`src/rtl/switch_mcu_pkg.sv`:
```
// switch_mcu_pkg: shared definitions for the switch MCU instruction encoder.
// Holds the symbolic operation enum, RV32I opcode/funct constants and the
// optional field range-check helper used when SWITCH_MCU_ENC_CHECK_EN is set.
package switch_mcu_pkg;

    typedef enum logic [5:0] {
        OP_LUI, OP_AUIPC, OP_JAL, OP_JALR,
        OP_BEQ, OP_BNE, OP_BLT, OP_BGE, OP_BLTU, OP_BGEU,
        OP_LB, OP_LH, OP_LW, OP_LBU, OP_LHU,
        OP_SB, OP_SH, OP_SW,
        OP_ADDI, OP_SLTI, OP_SLTIU, OP_XORI, OP_ORI, OP_ANDI,
        OP_SLLI, OP_SRLI, OP_SRAI,
        OP_ADD, OP_SUB, OP_SLL, OP_SLT, OP_SLTU, OP_XOR, OP_SRL, OP_SRA, OP_OR, OP_AND,
        OP_FENCE, OP_FENCE_I, OP_ECALL, OP_EBREAK,
        OP_CSRRW, OP_CSRRS, OP_CSRRC, OP_CSRRWI, OP_CSRRSI, OP_CSRRCI
    } switch_mcu_op_t;

    localparam logic [5:0] OP_LAST = 6'd46;

    // Major opcodes
    localparam logic [6:0] OPC_LUI      = 7'b0110111;
    localparam logic [6:0] OPC_AUIPC    = 7'b0010111;
    localparam logic [6:0] OPC_JAL      = 7'b1101111;
    localparam logic [6:0] OPC_JALR     = 7'b1100111;
    localparam logic [6:0] OPC_BRANCH   = 7'b1100011;
    localparam logic [6:0] OPC_LOAD     = 7'b0000011;
    localparam logic [6:0] OPC_STORE    = 7'b0100011;
    localparam logic [6:0] OPC_OP_IMM   = 7'b0010011;
    localparam logic [6:0] OPC_OP       = 7'b0110011;
    localparam logic [6:0] OPC_MISC_MEM = 7'b0001111;
    localparam logic [6:0] OPC_SYSTEM   = 7'b1110011;

    // funct3 values
    localparam logic [2:0] F3_BEQ  = 3'b000, F3_BNE  = 3'b001, F3_BLT  = 3'b100;
    localparam logic [2:0] F3_BGE  = 3'b101, F3_BLTU = 3'b110, F3_BGEU = 3'b111;
    localparam logic [2:0] F3_LB   = 3'b000, F3_LH   = 3'b001, F3_LW   = 3'b010;
    localparam logic [2:0] F3_LBU  = 3'b100, F3_LHU  = 3'b101;
    localparam logic [2:0] F3_SB   = 3'b000, F3_SH   = 3'b001, F3_SW   = 3'b010;
    localparam logic [2:0] F3_ADD  = 3'b000, F3_SLL  = 3'b001, F3_SLT  = 3'b010;
    localparam logic [2:0] F3_SLTU = 3'b011, F3_XOR  = 3'b100, F3_SR   = 3'b101;
    localparam logic [2:0] F3_OR   = 3'b110, F3_AND  = 3'b111;
    localparam logic [2:0] F3_FENCE   = 3'b000, F3_FENCE_I = 3'b001, F3_PRIV = 3'b000;
    localparam logic [2:0] F3_CSRRW  = 3'b001, F3_CSRRS  = 3'b010, F3_CSRRC  = 3'b011;
    localparam logic [2:0] F3_CSRRWI = 3'b101, F3_CSRRSI = 3'b110, F3_CSRRCI = 3'b111;

    // funct7 values
    localparam logic [6:0] F7_BASE = 7'b0000000;
    localparam logic [6:0] F7_ALT  = 7'b0100000;

    localparam logic [31:0] NOP_WORD = 32'h0000_0013;

    // True when the immediate does not fit the field of the op's format.
    function automatic logic range_fault(input logic [5:0] op, input logic [31:0] imm);
        logic ok_12;
        logic ok_b;
        logic ok_j;
        logic fault;
        ok_12 = (imm[31:11] == 21'h0) || (imm[31:11] == 21'h1F_FFFF);
        ok_b  = !imm[0] && ((imm[31:12] == 20'h0) || (imm[31:12] == 20'hF_FFFF));
        ok_j  = !imm[0] && ((imm[31:20] == 12'h0) || (imm[31:20] == 12'hFFF));
        case (op)
            OP_JALR, OP_LB, OP_LH, OP_LW, OP_LBU, OP_LHU,
            OP_SB, OP_SH, OP_SW,
            OP_ADDI, OP_SLTI, OP_SLTIU, OP_XORI, OP_ORI, OP_ANDI:
                fault = !ok_12;
            OP_BEQ, OP_BNE, OP_BLT, OP_BGE, OP_BLTU, OP_BGEU:
                fault = !ok_b;
            OP_JAL:
                fault = !ok_j;
            OP_LUI, OP_AUIPC:
                fault = (imm[11:0] != 12'h0);
            OP_SLLI, OP_SRLI, OP_SRAI:
                fault = (imm[31:5] != 27'h0);
            default:
                fault = 1'b0;
        endcase
        return fault;
    endfunction

endpackage

```
`src/rtl/switch_mcu_encoder_fifo.sv`:
```
// switch_mcu_encoder_fifo: 2-entry, 33-bit (inst + err) output buffer.
// Head entry is presented combinationally; occupancy is registered and
// exported so the encoder can derive its request-ready from it.
module switch_mcu_encoder_fifo
    import switch_mcu_pkg::*;
(
    input  logic        i_clk,
    input  logic        i_rst,
    input  logic        i_push,
    input  logic [32:0] i_data,
    input  logic        i_pop,
    output logic [32:0] o_data,
    output logic [1:0]  o_occ
);

    logic [32:0] r_mem [0:1];
    logic        r_wr_ptr;
    logic        r_rd_ptr;
    logic [1:0]  r_occ;

    // Storage, pointers and occupancy; all flushed by reset so the output word reads zero.
    always_ff @(posedge i_clk or posedge i_rst) begin
        if (i_rst) begin
            r_mem[0] <= 33'h0;
            r_mem[1] <= 33'h0;
            r_wr_ptr <= 1'b0;
            r_rd_ptr <= 1'b0;
            r_occ    <= 2'd0;
        end else begin
            if (i_push) begin
                r_mem[r_wr_ptr] <= i_data;
                r_wr_ptr        <= ~r_wr_ptr;
            end
            if (i_pop) begin
                r_rd_ptr <= ~r_rd_ptr;
            end
            case ({i_push, i_pop})
                2'b10:   r_occ <= r_occ + 2'd1;
                2'b01:   r_occ <= r_occ - 2'd1;
                default: r_occ <= r_occ;
            endcase
        end
    end

    assign o_data = r_mem[r_rd_ptr];
    assign o_occ  = r_occ;

endmodule

```
`src/rtl/switch_mcu_encoder.sv`:
```
// switch_mcu_encoder: RV32I symbolic-instruction to machine-word encoder.
// Combinational encode feeds a 2-entry output buffer; one word per cycle.
// Optional build macro SWITCH_MCU_ENC_CHECK_EN adds immediate range checks to out_err.
module switch_mcu_encoder
    import switch_mcu_pkg::*;
(
    input  logic        in_clk,
    input  logic        in_rst,
    input  logic        in_req_valid,
    output logic        out_req_ready,
    input  logic [5:0]  in_op,
    input  logic [4:0]  in_rd,
    input  logic [4:0]  in_rs1,
    input  logic [4:0]  in_rs2,
    input  logic [31:0] in_imm,
    output logic        out_inst_valid,
    input  logic        in_inst_ready,
    output logic [31:0] out_inst,
    output logic        out_err,
    output logic [15:0] out_count
);

    logic [2:0]  w_f3;
    logic [6:0]  w_f7;
    logic [31:0] w_inst;
    logic        w_illegal;
    logic        w_err;
    logic        w_push;
    logic        w_pop;
    logic [1:0]  w_occ;
    logic [32:0] w_head;
    logic [15:0] r_count;

    // funct3 / funct7 selection for the ops that carry them.
    always_comb begin
        w_f3 = 3'b000;
        w_f7 = F7_BASE;
        case (in_op)
            OP_BEQ:    w_f3 = F3_BEQ;
            OP_BNE:    w_f3 = F3_BNE;
            OP_BLT:    w_f3 = F3_BLT;
            OP_BGE:    w_f3 = F3_BGE;
            OP_BLTU:   w_f3 = F3_BLTU;
            OP_BGEU:   w_f3 = F3_BGEU;
            OP_LB:     w_f3 = F3_LB;
            OP_LH:     w_f3 = F3_LH;
            OP_LW:     w_f3 = F3_LW;
            OP_LBU:    w_f3 = F3_LBU;
            OP_LHU:    w_f3 = F3_LHU;
            OP_SB:     w_f3 = F3_SB;
            OP_SH:     w_f3 = F3_SH;
            OP_SW:     w_f3 = F3_SW;
            OP_ADDI,
            OP_ADD:    w_f3 = F3_ADD;
            OP_SUB:    begin w_f3 = F3_ADD; w_f7 = F7_ALT; end
            OP_SLTI,
            OP_SLT:    w_f3 = F3_SLT;
            OP_SLTIU,
            OP_SLTU:   w_f3 = F3_SLTU;
            OP_XORI,
            OP_XOR:    w_f3 = F3_XOR;
            OP_ORI,
            OP_OR:     w_f3 = F3_OR;
            OP_ANDI,
            OP_AND:    w_f3 = F3_AND;
            OP_SLLI,
            OP_SLL:    w_f3 = F3_SLL;
            OP_SRLI,
            OP_SRL:    w_f3 = F3_SR;
            OP_SRAI,
            OP_SRA:    begin w_f3 = F3_SR; w_f7 = F7_ALT; end
            OP_CSRRW:  w_f3 = F3_CSRRW;
            OP_CSRRS:  w_f3 = F3_CSRRS;
            OP_CSRRC:  w_f3 = F3_CSRRC;
            OP_CSRRWI: w_f3 = F3_CSRRWI;
            OP_CSRRSI: w_f3 = F3_CSRRSI;
            OP_CSRRCI: w_f3 = F3_CSRRCI;
            default:   w_f3 = 3'b000;
        endcase
    end

    // Field packing by instruction format; unknown ops become a flagged NOP.
    always_comb begin
        w_inst    = NOP_WORD;
        w_illegal = 1'b0;
        case (in_op)
            OP_LUI:
                w_inst = {in_imm[31:12], in_rd, OPC_LUI};
            OP_AUIPC:
                w_inst = {in_imm[31:12], in_rd, OPC_AUIPC};
            OP_JAL:
                w_inst = {in_imm[20], in_imm[10:1], in_imm[11], in_imm[19:12], in_rd, OPC_JAL};
            OP_JALR:
                w_inst = {in_imm[11:0], in_rs1, 3'b000, in_rd, OPC_JALR};
            OP_BEQ, OP_BNE, OP_BLT, OP_BGE, OP_BLTU, OP_BGEU:
                w_inst = {in_imm[12], in_imm[10:5], in_rs2, in_rs1, w_f3,
                          in_imm[4:1], in_imm[11], OPC_BRANCH};
            OP_LB, OP_LH, OP_LW, OP_LBU, OP_LHU:
                w_inst = {in_imm[11:0], in_rs1, w_f3, in_rd, OPC_LOAD};
            OP_SB, OP_SH, OP_SW:
                w_inst = {in_imm[11:5], in_rs2, in_rs1, w_f3, in_imm[4:0], OPC_STORE};
            OP_ADDI, OP_SLTI, OP_SLTIU, OP_XORI, OP_ORI, OP_ANDI:
                w_inst = {in_imm[11:0], in_rs1, w_f3, in_rd, OPC_OP_IMM};
            OP_SLLI, OP_SRLI, OP_SRAI:
                w_inst = {w_f7, in_imm[4:0], in_rs1, w_f3, in_rd, OPC_OP_IMM};
            OP_ADD, OP_SUB, OP_SLL, OP_SLT, OP_SLTU, OP_XOR, OP_SRL, OP_SRA, OP_OR, OP_AND:
                w_inst = {w_f7, in_rs2, in_rs1, w_f3, in_rd, OPC_OP};
            OP_FENCE:
                w_inst = {in_imm[11:0], in_rs1, F3_FENCE, in_rd, OPC_MISC_MEM};
            OP_FENCE_I:
                w_inst = {12'h000, 5'd0, F3_FENCE_I, 5'd0, OPC_MISC_MEM};
            OP_ECALL:
                w_inst = {12'h000, 5'd0, F3_PRIV, 5'd0, OPC_SYSTEM};
            OP_EBREAK:
                w_inst = {12'h001, 5'd0, F3_PRIV, 5'd0, OPC_SYSTEM};
            OP_CSRRW, OP_CSRRS, OP_CSRRC, OP_CSRRWI, OP_CSRRSI, OP_CSRRCI:
                w_inst = {in_imm[11:0], in_rs1, w_f3, in_rd, OPC_SYSTEM};
            default: begin
                w_inst    = NOP_WORD;
                w_illegal = 1'b1;
            end
        endcase
    end

`ifdef SWITCH_MCU_ENC_CHECK_EN
    assign w_err = w_illegal | range_fault(in_op, in_imm);
`else
    assign w_err = w_illegal;
`endif

    assign out_req_ready  = !in_rst && (w_occ != 2'd2);
    assign w_push         = in_req_valid & out_req_ready;
    assign out_inst_valid = (w_occ != 2'd0);
    assign w_pop          = out_inst_valid & in_inst_ready;

    switch_mcu_encoder_fifo u_fifo (
        .i_clk  (in_clk),
        .i_rst  (in_rst),
        .i_push (w_push),
        .i_data ({w_err, w_inst}),
        .i_pop  (w_pop),
        .o_data (w_head),
        .o_occ  (w_occ)
    );

    assign out_inst = w_head[31:0];
    assign out_err  = w_head[32];

    // Delivered-word counter, wraps naturally at 16 bits.
    always_ff @(posedge in_clk or posedge in_rst) begin
        if (in_rst) begin
            r_count <= 16'h0;
        end else if (w_pop) begin
            r_count <= r_count + 16'h1;
        end
    end

    assign out_count = r_count;

endmodule
```
`config.mk`:
```
export PLATFORM = sky130hd
export DESIGN_NAME = switch_mcu_encoder
export DESIGN_NICKNAME = d
export VERILOG_FILES = /design/src/rtl/switch_mcu_pkg.sv /design/src/rtl/switch_mcu_encoder_fifo.sv /design/src/rtl/switch_mcu_encoder.sv
export SDC_FILE = /design/constraint.sdc
export NUM_CORES = 1
export LEC_CHECK = 0
export ABC_CLOCK_PERIOD_IN_PS = 3350
export BUFFER_PORTS_ARGS = -buffer_cell sky130_fd_sc_hd__clkbuf_2
export CAP_MARGIN = 40
export CORE_UTILIZATION = 36
export CTS_CLUSTER_DIAMETER = 100
export CTS_CLUSTER_SIZE = 12
export DETAILED_ROUTE_END_ITERATION = 6
export MAX_ROUTING_LAYER = met4
export PLACE_DENSITY = 0.64
export SLEW_MARGIN = 5
export SYNTH_ARGS = -nofsm -noshare
export SYNTH_HDL_FRONTEND = slang
export SYNTH_SLANG_ARGS = --single-unit
```
`constraint.sdc`:
```
create_clock -name in_clk -period 3.35 [get_ports in_clk]
set_clock_uncertainty 0.05 [all_clocks]
set_input_delay 0.67 -clock in_clk [delete_from_list [all_inputs] [get_ports in_clk]]
set_output_delay 0.67 -clock in_clk [all_outputs]
set_load 0.03 [all_outputs]
```
==> impl_metrics.env <==
export IMPL_outcome="finished clean"
export IMPL_synth_edff_count=0
export IMPL_power_switching_mw=1.990
export IMPL_startpoint_type="flop"
export IMPL_nets=675
export IMPL_holdBufCountCts=0
export IMPL_multi_input_area_um2=2584
export IMPL_wl_mm=13.59
export IMPL_die_h_um=119.5
export IMPL_overflow=0
export IMPL_drtAntennaViolNets=0
export IMPL_gp_congestion=0.9230
export IMPL_htreeDepth=3
export IMPL_drt_pass1_iterations=4
export IMPL_fp_dieW_um=119.5
export IMPL_finalMaxSlewViolations=0
export IMPL_antennaDiodeCount=0
export IMPL_total_power_mw=4.835
export IMPL_ys_types=63
export IMPL_ff2ff_setup_slack_ns=1.33
export IMPL_dp_slack_ns=0.5466
export IMPL_clkLatencyLatePin_ns=0.34
export IMPL_ctsResizeCount=0
export IMPL_fill_cells=1325
export IMPL_synthToLayoutAreaGrowth_pct=19.63
export IMPL_p_seq_frac=0.343
export IMPL_cts_tree="built"
export IMPL_syn_num_nets=582
export IMPL_ys_ff_latch=84
export IMPL_crit_path_end_kind="primary output"
export IMPL_setup_viol=0
export IMPL_initial_core_util=0.3724
export IMPL_ys_warn_count=0
export IMPL_vias=4297
export IMPL_post_cts_setup_buffer_count=0
export IMPL_cts_path_max_buffers=2
export IMPL_power_density_nw_per_um2=813.1
export IMPL_dp_hpwl_mm=9.882
export IMPL_seq_area_um2=2102
export IMPL_netlist_area_um2=4971
export IMPL_min_path_type="flop to flop"
export IMPL_endpoint="out_inst[31]"
export IMPL_cp_data_arrival_time_ns=1.95
export IMPL_setup_slack_ns=0.6789
export IMPL_antenna_found_initial=0
export IMPL_die_area_um2=14280
export IMPL_clockPowerShare=0.210
export IMPL_p_int_mw=2.845
export IMPL_final_layout_size_suffix_gt1_frac=0.3253
export IMPL_r2r_end="u_fifo.r_mem[24]"
export IMPL_p_leak_nw=2.674
export IMPL_hold_viol=0
export IMPL_cp_required_ns=2.63
export IMPL_p_comb_frac=0.447
export IMPL_yosysSeqAreaShare=0.4229
export IMPL_relSlewSlack=0.5152
export IMPL_reg2regPathDepth=6
export IMPL_rsz0062_at_grt="false"
export IMPL_fmax_ghz=0.3744
export IMPL_grt_pass1_vias=4295
export IMPL_grt_total_usage=0.1993
export IMPL_numCtsBuffers=9
export IMPL_startpoint="u_fifo.r_rd_ptr"
export IMPL_async_flop_share=1.000
export IMPL_critical_path_max_fanout=27
export IMPL_fin_tns_setup_ns=0
export IMPL_fin_hold_ws_ns=0.4151
export IMPL_placement_io_buffers=107
export IMPL_core_um2=13350
export IMPL_clock_sinks=84
export IMPL_num_io_pins=108
export IMPL_reg2reg_from="u_fifo.o_occ[1]"
export IMPL_clk_pin_slew_ns=0.06
export IMPL_peakVddDrop_mv=0.5459
export IMPL_crit_type="flop to primary output"
export IMPL_min_period_over_period=0.7973
export IMPL_power_share_switching=0.4116
export IMPL_maxCapViolCount=0
export IMPL_drcViolationCount=0
export IMPL_drt_wirelength_per_cell_um=17.05
export IMPL_synth_cells=523
export IMPL_rows=42
export IMPL_viasPerCell=5.391
export IMPL_grt_start_max_net_pins=49
export IMPL_fin_crit_ns=2.671
export IMPL_final_cell_mix="107 x clkbuf_2, 84 x dfrtp_1, 67 x nand2_1"
export IMPL_drtIter0Drc=318
export IMPL_clockRootBuffer="clkbuf_16"
export IMPL_worst_slew_pin_slew_ns=0.7273
export IMPL_layout_commonest_cell="clkbuf_2"
export IMPL_grt_pass1_wl_mm=21.70
export IMPL_synth_area_per_cell_um2=9.505
export IMPL_synthFlopType="dfrtp_1"
==> worst min-delay path by stage <==
| stage | startpoint | end | slack, ns | cells after the start |
|---|---|---|---|---|
| after floorplan | u_fifo.r_mem[1] | u_fifo.r_mem[1] | 0.38 | 1 |
| after global placement | u_fifo.r_mem[1] | u_fifo.r_mem[1] | 0.39 | 1 |
| after detailed placement | u_fifo.r_mem[1] | u_fifo.r_mem[1] | 0.41 | 1 |
| after CTS | u_fifo.r_mem[1] | u_fifo.r_mem[1] | 0.42 | 1 |
| after global routing | u_fifo.r_mem[1] | u_fifo.r_mem[1] | 0.44 | 1 |
| final | u_fifo.r_mem[1] | u_fifo.r_mem[1] | 0.42 | 1 |
==> power by group through the flow <==
stage | combinational [mW] | clock [mW] | sequential (mW)
floorplan | 1.58 | 0 | 1.66
global placement | 2.12 | 0 | 1.65
detailed placement | 2.17 | 0 | 1.68
CTS | 2.19 | 1.04 | 1.66
global route | 2.32 | 1.09 | 1.72
finish | 2.16 | 1.01 | 1.66
==> cell type report <==
class / count / area share
multi-input combinational: 387 / 0.4345
sequential: 84 / 0.3535
timing repair buffer: 122 / 0.1149
clock buffer: 10 / 0.04019
tap: 176 / 0.03703
clock inverter: 6 / 0.01178
inverter: 12 / 0.008205
==> synth_stat cells (all sizes together) (6+ instances only) <==
cell type	count	area, µm²
a21oi	11	55.05
a22oi	9	67.56
a31oi	12	75.07
a41oi	8	70.07
buf	25	183.9
clkbuf	15	56.30
dfrtp	84	2102
inv	12	45.04
mux2	50	563.0
nand2	69	264.0
nand2b	8	50.05
nand3	16	80.08
nand4	7	50.05
nor2	38	150.2
nor2b	14	87.58
nor3	6	30.03
o211ai	7	57.55
o21ai	42	214.0
xnor2	19	166.4
==> cells by family after synthesis <==
family,after synthesis,synth area share
AOI/OAI and AO/OA,131,0.1802
xor gates and xnor gates,23,0.04052
adders and majority gates,2,0.005033
buffers and inverters,52,0.05739
DFF,84,0.4229
muxes,51,0.1153
and+or+nand+nor,180,0.1787
==> state kept, by name, indices dropped and copies added (netlist names) <==
name	count
u_fifo.r_mem	64
u_fifo.r_rd_ptr	1
u_fifo.r_wr_ptr	1
out_count	16
u_fifo.o_occ	2
==> metal layers <==
metal / track usage / part of all wire / vias to the layer above
met4: 0.05625 / 0.020 / 0
met3: 0.03945 / 0.038 / 18
li1: - / - / 2073
met5: - / 0 / -
met1: 0.2372 / 0.44 / 2096
met2: 0.3421 / 0.50 / 110
==> metrics by stage <==
step / instances / instance area, µm² / util
5_1_grt: 797 / 5947 / 0.4455
3_3_place_gp: 778 / 5580 / 0.4181
2_1_floorplan: 523 / 4975 / -
3_5_place_dp: 781 / 5638 / 0.4224
6_report: 797 / 5947 / 0.4455
4_1_cts: 797 / 5947 / 0.4455
==> worst max-delay path, cell delays in order, from the launching register on <==
cell,delay [ns]
dfrtp_1,0.53
buf_4,0.44
mux2_2,0.44
clkbuf_2,0.20
(Power assumes the default switching activity.)
